===== src/rtl/mdu_pkg.sv =====
`default_nettype none
// ============================================================================
//  Module   : mdu_pkg
//  Purpose  : Shared encodings for the multiply/divide unit: operation codes,
//             FSM state constants, iteration count and a sign helper.
//  Revision : 1.0  initial release
// ============================================================================
package mdu_pkg;

  // The E-stage op field is 3 bits wide. MFHI and MFLO share one code because
  // the unit only needs to know that a HI/LO read is waiting. The datapath
  // picks hiE or loE from the instruction itself.
  typedef enum logic [2:0] {
    MDU_NONE  = 3'd0,
    MDU_MULT  = 3'd1,
    MDU_MULTU = 3'd2,
    MDU_DIV   = 3'd3,
    MDU_DIVU  = 3'd4,
    MDU_MTHI  = 3'd5,
    MDU_MTLO  = 3'd6,
    MDU_MFHI  = 3'd7
  } mdu_op_t;

  localparam mdu_op_t MDU_MFLO = MDU_MFHI;

  // FSM state encoding
  typedef logic [1:0] mdu_state_t;
  localparam mdu_state_t ST_IDLE = 2'd0;
  localparam mdu_state_t ST_MUL  = 2'd1;
  localparam mdu_state_t ST_DIV  = 2'd2;
  localparam mdu_state_t ST_FIX  = 2'd3;

  localparam int DIV_ITERS = 32;

  // Two's-complement negate when neg is set. A negated 0x8000_0000 stays
  // 0x8000_0000, which is the correct unsigned magnitude.
  function automatic logic [31:0] cond_neg(input logic [31:0] v, input logic neg);
    return neg ? (32'd0 - v) : v;
  endfunction

endpackage
`default_nettype wire


===== src/rtl/mdu_div_radix2.sv =====
`default_nettype none
// ============================================================================
//  Module   : div_radix2
//  Purpose  : Unsigned radix-2 restoring divider datapath. The caller loads
//             the operand magnitudes and then pulses step once per iteration.
//  Revision : 1.0  initial release
// ============================================================================
module div_radix2 (
  input  logic        clk,
  input  logic        rst_n,
  input  logic        load,
  input  logic        step,
  input  logic [31:0] dividend,
  input  logic [31:0] divisor,
  output logic [31:0] quotient,
  output logic [31:0] remainder
);

  logic [31:0] r_rem;
  logic [31:0] r_quo;
  logic [31:0] r_dvs;

  logic [31:0] w_shift;
  logic [31:0] w_diff;
  logic        w_fits;

  // Trial subtraction. Bit 31 of the remainder is shifted out of w_shift and
  // acts as the 33rd bit of the partial remainder. When that bit is set, the
  // divisor always fits, and the 32-bit difference is still exact.
  assign w_shift = {r_rem[30:0], r_quo[31]};
  assign w_fits  = r_rem[31] | (w_shift >= r_dvs);
  assign w_diff  = w_shift - r_dvs;

  // Load the operands, or run one restoring iteration.
  // A zero divisor always fits, so it leaves an all-ones quotient and the
  // dividend as the remainder.
  always_ff @(posedge clk or negedge rst_n) begin
    if (!rst_n) begin
      r_rem <= '0;
      r_quo <= '0;
      r_dvs <= '0;
    end else if (load) begin
      r_rem <= '0;
      r_quo <= dividend;
      r_dvs <= divisor;
    end else if (step) begin
      r_rem <= w_fits ? w_diff : w_shift;
      r_quo <= {r_quo[30:0], w_fits};
    end
  end

  assign quotient  = r_quo;
  assign remainder = r_rem;

endmodule
`default_nettype wire


===== src/rtl/mdu.sv =====
`default_nettype none
// ============================================================================
//  Module   : mdu
//  Purpose  : MIPS multiply/divide unit. Owns HI/LO, runs MULT/MULTU/DIV/DIVU
//             and requests a stall while a HI/LO user waits on a busy unit.
//  Revision : 1.0  initial release
// ============================================================================
module mdu
  import mdu_pkg::*;
#(
  parameter int MUL_LAT = 1
) (
  input  logic        clk,
  input  logic        rst_n,
  input  logic [2:0]  mdu_opE,
  input  logic [31:0] srcaE,
  input  logic [31:0] srcbE,
  input  logic        stallE,
  output logic [31:0] hiE,
  output logic [31:0] loE,
  output logic        busy,
  output logic        mdu_stall
);

  localparam int c_MAX_CNT = (MUL_LAT > DIV_ITERS) ? MUL_LAT : DIV_ITERS;
  localparam int c_CNT_W   = $clog2(c_MAX_CNT + 1);

  mdu_state_t          r_state;
  logic [c_CNT_W-1:0]  r_cnt;
  logic [31:0]         r_hi;
  logic [31:0]         r_lo;
  logic signed [32:0]  r_mul_a;
  logic signed [32:0]  r_mul_b;
  logic                r_neg_q;
  logic                r_neg_r;

  mdu_op_t     w_op;
  logic        w_accept;
  logic        w_is_div;
  logic        w_mul_signed;
  logic        w_neg_a;
  logic        w_neg_b;
  logic        w_mul_done;
  logic [63:0] w_prod;
  logic [31:0] w_mag_a;
  logic [31:0] w_mag_b;
  logic [31:0] w_quo;
  logic [31:0] w_rem;

  assign w_op         = mdu_op_t'(mdu_opE);
  assign w_accept     = (w_op != MDU_NONE) && !stallE && !busy;
  assign w_is_div     = (w_op == MDU_DIV) || (w_op == MDU_DIVU);
  assign w_mul_signed = (w_op == MDU_MULT);
  assign w_neg_a      = (w_op == MDU_DIV) && srcaE[31];
  assign w_neg_b      = (w_op == MDU_DIV) && srcbE[31];
  assign w_mag_a      = cond_neg(srcaE, w_neg_a);
  assign w_mag_b      = cond_neg(srcbE, w_neg_b);
  assign w_mul_done   = (r_state == ST_MUL) && (r_cnt == c_CNT_W'(MUL_LAT));

  // Only the low 64 bits of the 33x33 product are significant.
  assign w_prod = 64'(r_mul_a) * 64'(r_mul_b);

  assign busy      = (r_state != ST_IDLE);
  assign mdu_stall = busy && (w_op != MDU_NONE);
  assign hiE       = r_hi;
  assign loE       = r_lo;

  div_radix2 u_div (
    .clk       (clk),
    .rst_n     (rst_n),
    .load      (w_accept && w_is_div),
    .step      (r_state == ST_DIV),
    .dividend  (w_mag_a),
    .divisor   (w_mag_b),
    .quotient  (w_quo),
    .remainder (w_rem)
  );

  // Sequence MUL latency cycles, DIV iterations and the sign-fix cycle.
  always_ff @(posedge clk or negedge rst_n) begin
    if (!rst_n) begin
      r_state <= ST_IDLE;
      r_cnt   <= '0;
    end else begin
      case (r_state)
        ST_IDLE: begin
          if (w_accept && ((w_op == MDU_MULT) || (w_op == MDU_MULTU))) begin
            r_state <= ST_MUL;
            r_cnt   <= c_CNT_W'(1);
          end else if (w_accept && w_is_div) begin
            r_state <= ST_DIV;
            r_cnt   <= '0;
          end
        end
        ST_MUL: begin
          if (w_mul_done) r_state <= ST_IDLE;
          else            r_cnt   <= r_cnt + c_CNT_W'(1);
        end
        ST_DIV: begin
          if (r_cnt == c_CNT_W'(DIV_ITERS - 1)) r_state <= ST_FIX;
          else                                  r_cnt   <= r_cnt + c_CNT_W'(1);
        end
        default: r_state <= ST_IDLE;
      endcase
    end
  end

  // Capture the multiply operands and the result signs when an op is accepted.
  // A zero divisor leaves the quotient unsigned, so it reads as all ones for
  // both signednesses.
  always_ff @(posedge clk or negedge rst_n) begin
    if (!rst_n) begin
      r_mul_a <= '0;
      r_mul_b <= '0;
      r_neg_q <= 1'b0;
      r_neg_r <= 1'b0;
    end else if (w_accept) begin
      r_mul_a <= {w_mul_signed & srcaE[31], srcaE};
      r_mul_b <= {w_mul_signed & srcbE[31], srcbE};
      r_neg_q <= (w_neg_a ^ w_neg_b) && (srcbE != 32'd0);
      r_neg_r <= w_neg_a;
    end
  end

  // HI/LO writes: MT at accept, the product on the last MUL cycle, and the
  // sign-corrected remainder/quotient in FIX.
  always_ff @(posedge clk or negedge rst_n) begin
    if (!rst_n) begin
      r_hi <= '0;
      r_lo <= '0;
    end else if (w_accept && (w_op == MDU_MTHI)) begin
      r_hi <= srcaE;
    end else if (w_accept && (w_op == MDU_MTLO)) begin
      r_lo <= srcaE;
    end else if (w_mul_done) begin
      r_hi <= w_prod[63:32];
      r_lo <= w_prod[31:0];
    end else if (r_state == ST_FIX) begin
      r_hi <= cond_neg(w_rem, r_neg_r);
      r_lo <= cond_neg(w_quo, r_neg_q);
    end
  end

endmodule
`default_nettype wire


===== config.mk =====
export PLATFORM = sky130hd
export DESIGN_NAME = mdu
export DESIGN_NICKNAME = d
export VERILOG_FILES = /design/src/rtl/mdu_pkg.sv /design/src/rtl/mdu_div_radix2.sv /design/src/rtl/mdu.sv
export SDC_FILE = /design/constraint.sdc
export NUM_CORES = 2
export LEC_CHECK = 0
export CELL_PAD_IN_SITES_DETAIL_PLACEMENT = 0
export CELL_PAD_IN_SITES_GLOBAL_PLACEMENT = 1
export CORE_MARGIN = 5
export CORE_UTILIZATION = 45
export DETAILED_ROUTE_END_ITERATION = 12
export PLACE_DENSITY_LB_ADDON = 0.1
export SYNTH_ARGS = -nofsm -noshare
export SYNTH_HDL_FRONTEND = slang
export SYNTH_SLANG_ARGS = --single-unit
export TNS_END_PERCENT = 20

===== constraint.sdc =====
create_clock -name clk -period 13.6 [get_ports clk]
set_input_delay 2.04 -clock clk [delete_from_list [all_inputs] [get_ports clk]]
set_output_delay 2.04 -clock clk [all_outputs]
set_load 0.05 [all_outputs]

Word-level counts from Yosys, hierarchy flattened. Cells that the tools add are included.

Bits in registers: 236. Logic and storage cells: 94. Input bits: 70. Output and inout bits: 66.

Bitwise gates (word level): 5. Add/subtract/negate cells: 6. Equal/unequal tests: 17. Multiplexer cells: 26. Reductions and logical operators: 27. $lt $le $gt $ge: 1. $mul: 1.

Operators by type and width (number): $mux 32 (16); $sub 1x32->32 const A (4); $mul 33x33->64 (1); $ge 32x32->1 (1); $reduce_bool 32->1 (1); $sub 32x32->32 (1); $mux 6 (4); $pmux 6 s3 (1); $reduce_bool 3->1 (4); $logic_and 1x1->1 (11); $ne 2x2->1 const B (5); $eq 3x3->1 const B (3); $mux 2 (4); $add 6x1->6 const B (1); $eq 3x2->1 const B (2); $eq 6x1->1 const B (1); $eq 6x5->1 const B (1); $pmux 2 s3 (1); $eq 2x2->1 const B (2); $reduce_and 2->1 (2); $reduce_and 4->1 (1); $reduce_bool 2->1 (2); $eq 3x1->1 const B (1); $ne 3x2->1 const B (1); 9 further kinds (12).

Depth between registers and ports, before layout.
Depth in word-level cells: 7. Depth in mapped cells: 31. Depth with buffers taken out: 29.

Hierarchy. Synthesis repeated with hierarchy kept, for this count alone.

Cells, all modules: 5847. Area total of the unflattened synthesis: 53216.0 µm².

Modules (own cells, without submodules): mdu (area each 47131.5 µm², times used 1, cells each 5157, seq. area each 3503.4 µm²); div_radix2 (area each 6084.6 µm², times used 1, cells each 690, seq. area each 2402.3 µm²).

Worst setup path before layout. Ideal clock, no wire load.

Path type: reg-to-reg. Start: register r_mul_a[32]. End: register r_hi[28] (netlist: hiE[28]). Required time: 13506 ps. Arrival: 7784 ps. Period minus slack after synthesis: 7878 ps. Buffers on the path: 2. Setup slack: 5722 ps. Setup time: 94 ps. Stages on the path, launching flop included: 31. Cells stage by stage: dfrtp_1 clkbuf_1 nand2_1 inv_1 fa_1 inv_1 fa_1 inv_1 fa_1 inv_1 fa_1 inv_1 fa_1 fa_1 fa_1 inv_1 fa_1 inv_1 ha_1 clkbuf_1 nand4_1 nor4_1 o211ai_1 a31oi_1 nor4_1 o41ai_2 a41o_1 a41o_1 o41ai_2 xor2_1 a221oi_2.

Word-level cells in the longest chain between the ends: 4.

RTL lines: start: declaration (line mdu.sv:32) `logic signed [32:0] r_mul_a;`; start signal: assignment (line mdu.sv:118) `r_mul_a <= {w_mul_signed & srcaE[31], srcaE};`; $mul 33x33->64 (line mdu.sv:61) `assign w_prod = 64'(r_mul_a) * 64'(r_mul_b);`; $mux 32 (line mdu.sv:135) `end else if (w_mul_done) begin`; $mux 32 (line mdu.sv:133) `end else if (w_accept && (w_op == MDU_MTLO)) begin`; $mux 32 (line mdu.sv:131) `end else if (w_accept && (w_op == MDU_MTHI)) begin`; end signal: assignment (line mdu.sv:132) `r_hi <= srcaE;`; end signal: assignment (line mdu.sv:136) `r_hi <= w_prod[63:32];`; end signal: assignment (line mdu.sv:139) `r_hi <= cond_neg(w_rem, r_neg_r);`; end: declaration (line mdu.sv:30) `logic [31:0] r_hi;`.

No other way between the ends. The select of a mux whose other input is x is not followed. A chain may end at the register's enable or synchronous reset.

Worst setup path after layout.
Start: register r_mul_b[6]. End: register r_hi[25] (netlist: hiE[25]).

Word-level cells in the longest chain between the ends: 4.

RTL lines: start: declaration (line mdu.sv:33) `logic signed [32:0] r_mul_b;`; start signal: assignment (line mdu.sv:119) `r_mul_b <= {w_mul_signed & srcbE[31], srcbE};`; $mul 33x33->64 (line mdu.sv:61); $mux 32 (line mdu.sv:135); $mux 32 (line mdu.sv:133); $mux 32 (line mdu.sv:131).

No other way between the ends. The select of a mux whose other input is x is not followed.

==> results.cfg <==
[run_status]
status = completed

[setup_path]
r2r_slack_ns = 4.00
crit_buf_inv = 8
r2r-end = hiE[25]$_DFFE_PN0P_
crit_type = reg2reg
startpoint = r_mul_b[6]$_DFFE_PN0P_
start_kind = register
cp_common_cell = fa_1
worst-path-max-fanout = 34
max_stage_delay_ns = 0.79
cp_top_family = adder cells
critPathRequiredTime_ns = 14.04
worstPathArrival_ns = 10.04
slowest_stage = fa_1
reg2reg_depth = 28
crit-reg2reg-launch = r_mul_b[6]$_DFFE_PN0P_
critPathCaptureType = register

[synthesis]
synth.distinct_cells = 77
synth_most_common_cell = inv_1
synth_top_area_share = 0.426
syn-num-nets = 7407
synth_top_cell_by_area = fa_1
yosys-top-cells-count = inv_1, fa_1, nand2_1
async_flop_share = 1.00
synth_area_per_cell_sq_um = 8.88
synthTopCellsByArea = fa_1, dfrtp_1, inv_1, nand2_1, and2_1
synth-seq-area-share = 0.112
synth-edff-count = 0
ys_ff_latch = 236
yosys_warnings = 0
ys.flop_type = dfrtp_1
netlist_instances = 5957
netlist_area_sq_mm = 0.0529

[route]
dr.pass1.iters = 5
drt-initial-drc-count = 2685
drc_errors = 0
viasPerCell = 5.32
ant_nets = 0
vias = 39461
avgRoutedWirePerCell_microns = 21.9
wirelength_microns = 163000

[final_layout]
nets = 7320
utilization = 0.486
nFillCells = 11332
drive_above_1_share = 0.0292
area_growth_pct = 7.04

[grt]
grt_pass1_vias = 41800
grt_pass1_wl_microns = 257000
track_usage = 0.265
antenna_found_initial = 9
grt_max_degree = 120
grt.overflow.total = 0

[floorplan]
die_w_microns = 353
core_sq_mm = 0.117
row_count = 125
dieArea_sq_mm = 0.125
initial_core_util = 0.454
die_h_microns = 353
ios = 136

[timing]
maxSlewHeadroom = 0.231
timing.fmax_mhz = 104
finalMaxSlewViolations = 0
fin_crit_sh = 0.706
setup_viol = 0
hold_viol = 0
fin_hold_ws_ns = 0.476
finalWorstSetupSlack_ns = 4.00
tightest_slew_ns = 1.15
post-route-min-period_ns = 9.60
finalClockSkew_ns = 0.0399
setup-tns-final_ns = 0
grt_setup_unrepaired = false

[min_path]
min_to = r_mul_a[4]$_DFFE_PN0P_
holdPathStages = 2
min_path_type = reg2reg
worstHoldStart = r_mul_a[4]$_DFFE_PN0P_

[placed_design]
port_buffers = 135
hpwl_microns = 128000
gp_congestion = 0.884
dpl_worst_slack_ns = 4.11

[clock_network]
cts_tree = built
post-cts-setup-buffers = 0
cts-root-buf = clkbuf_16
h-tree-depth = 1
cts-buffers-inserted = 27
ctsResizeCount = 0
cts.sinks = 236
insertion_delay_ns = 0.59
cts_buffer_depth = 3
holdBufCountCts = 0
clk_pin_slew_ns = 0.07

[flow_run]
drv_cap = 0
==> sequential cells by signal, summed over array words and instances, names as in the netlist <==
register	flops
r_neg_r	1
r_state	2
r_mul_a	33
u_div.r_dvs	32
u_div.quotient	32
loE	32
u_div.remainder	32
hiE	32
r_mul_b	33
r_neg_q	1
r_cnt	6
==> kinds of logic (layout without fill, tap and decap cells) <==
kind of cell / Yosys count / in the layout / share of synthesized area
fa+ha+maj: 1380 / 1380 / 0.486
buf+inv: 1496 / 1430 / 0.107
other cells: 0 / 2 / 0
flops: 236 / 236 / 0.112
mux: 39 / 39 / 0.00738
xor+xnor: 221 / 221 / 0.0366
simple gates: 1837 / 1837 / 0.166
compound gates: 748 / 748 / 0.0854
==> cells in the final DEF, fill, tap and decap left out, types with 8 or more instances in the layout <==
cell type / count
a31oi_1: 22
xor2_1: 91
nand4_1: 23
a21o_1: 53
o21ai_0: 266
nor2b_1: 15
clkbuf_16: 27
dfrtp_1: 231
o211ai_1: 16
nand3_1: 32
bufinv_16: 8
o21a_1: 11
or3_1: 16
nand2b_1: 24
o21bai_1: 19
and2_1: 541
nand2_1: 929
o31ai_1: 32
fa_1: 1126
nor4_1: 16
a211oi_1: 42
and3_1: 13
nor2_1: 164
mux2i_1: 39
ha_1: 253
inv_1: 1160
a21oi_1: 206
o41ai_1: 15
nor3_1: 18
buf_4: 84
clkdlybuf4s50_1: 134
or4_1: 8
xnor2_1: 130
==> final cells by class <==
| type | instances | area, sq um | share of cell area |
|---|---|---|---|
| multi-input cells | 4225 | 41400 | 0.731 |
| flip-flops and latches | 236 | 5910 | 0.104 |
| inverters | 1160 | 4350 | 0.0769 |
| repair buffers | 220 | 2010 | 0.0354 |
| well taps | 1524 | 1910 | 0.0337 |
| clock buffers | 35 | 756 | 0.0133 |
| clock inverters | 15 | 282 | 0.00497 |
| diodes | 2 | 5.00 | 0.0000884 |
==> metrics by stage <==
step | std cells | area (sq um)
after detailed placement | 7365 | 55600
final | 7417 | 56600
after CTS | 7415 | 56600
after floorplan | 5957 | 52900
after global routing | 7417 | 56600
after global placement | 7365 | 55600
==> worst max-delay path by stage <==
stage,slack [ns],to,cells past startpoint
after floorplan,5.72,hiE[28]$_DFFE_PN0P_,30
after CTS,4.10,hiE[29]$_DFFE_PN0P_,27
after global routing,3.49,hiE[29]$_DFFE_PN0P_,29
after global placement,4.14,hiE[29]$_DFFE_PN0P_,29
final,4.00,hiE[25]$_DFFE_PN0P_,28
after detailed placement,4.11,hiE[29]$_DFFE_PN0P_,27
==> tightest hold or removal path, cell delays in order, from the launching register on <==
cell and delay (ns):
dfrtp_1 0.34, nand2_1 0.05, nand2_1 0.05
==> metal layers <==
layer | GRT usage | vias to the layer above | share of wire
met1 | 0.373 | 20571 | 0.44
met4 | 0.0533 | 0 | 0.023
li1 | - | 17812 | -
met2 | 0.454 | 907 | 0.49
met5 | 0 | - | 0
met3 | 0.0219 | 171 | 0.041
Power is not shown: default switching activity piles up to over one toggle a cycle in this logic, so the estimate is an artifact.
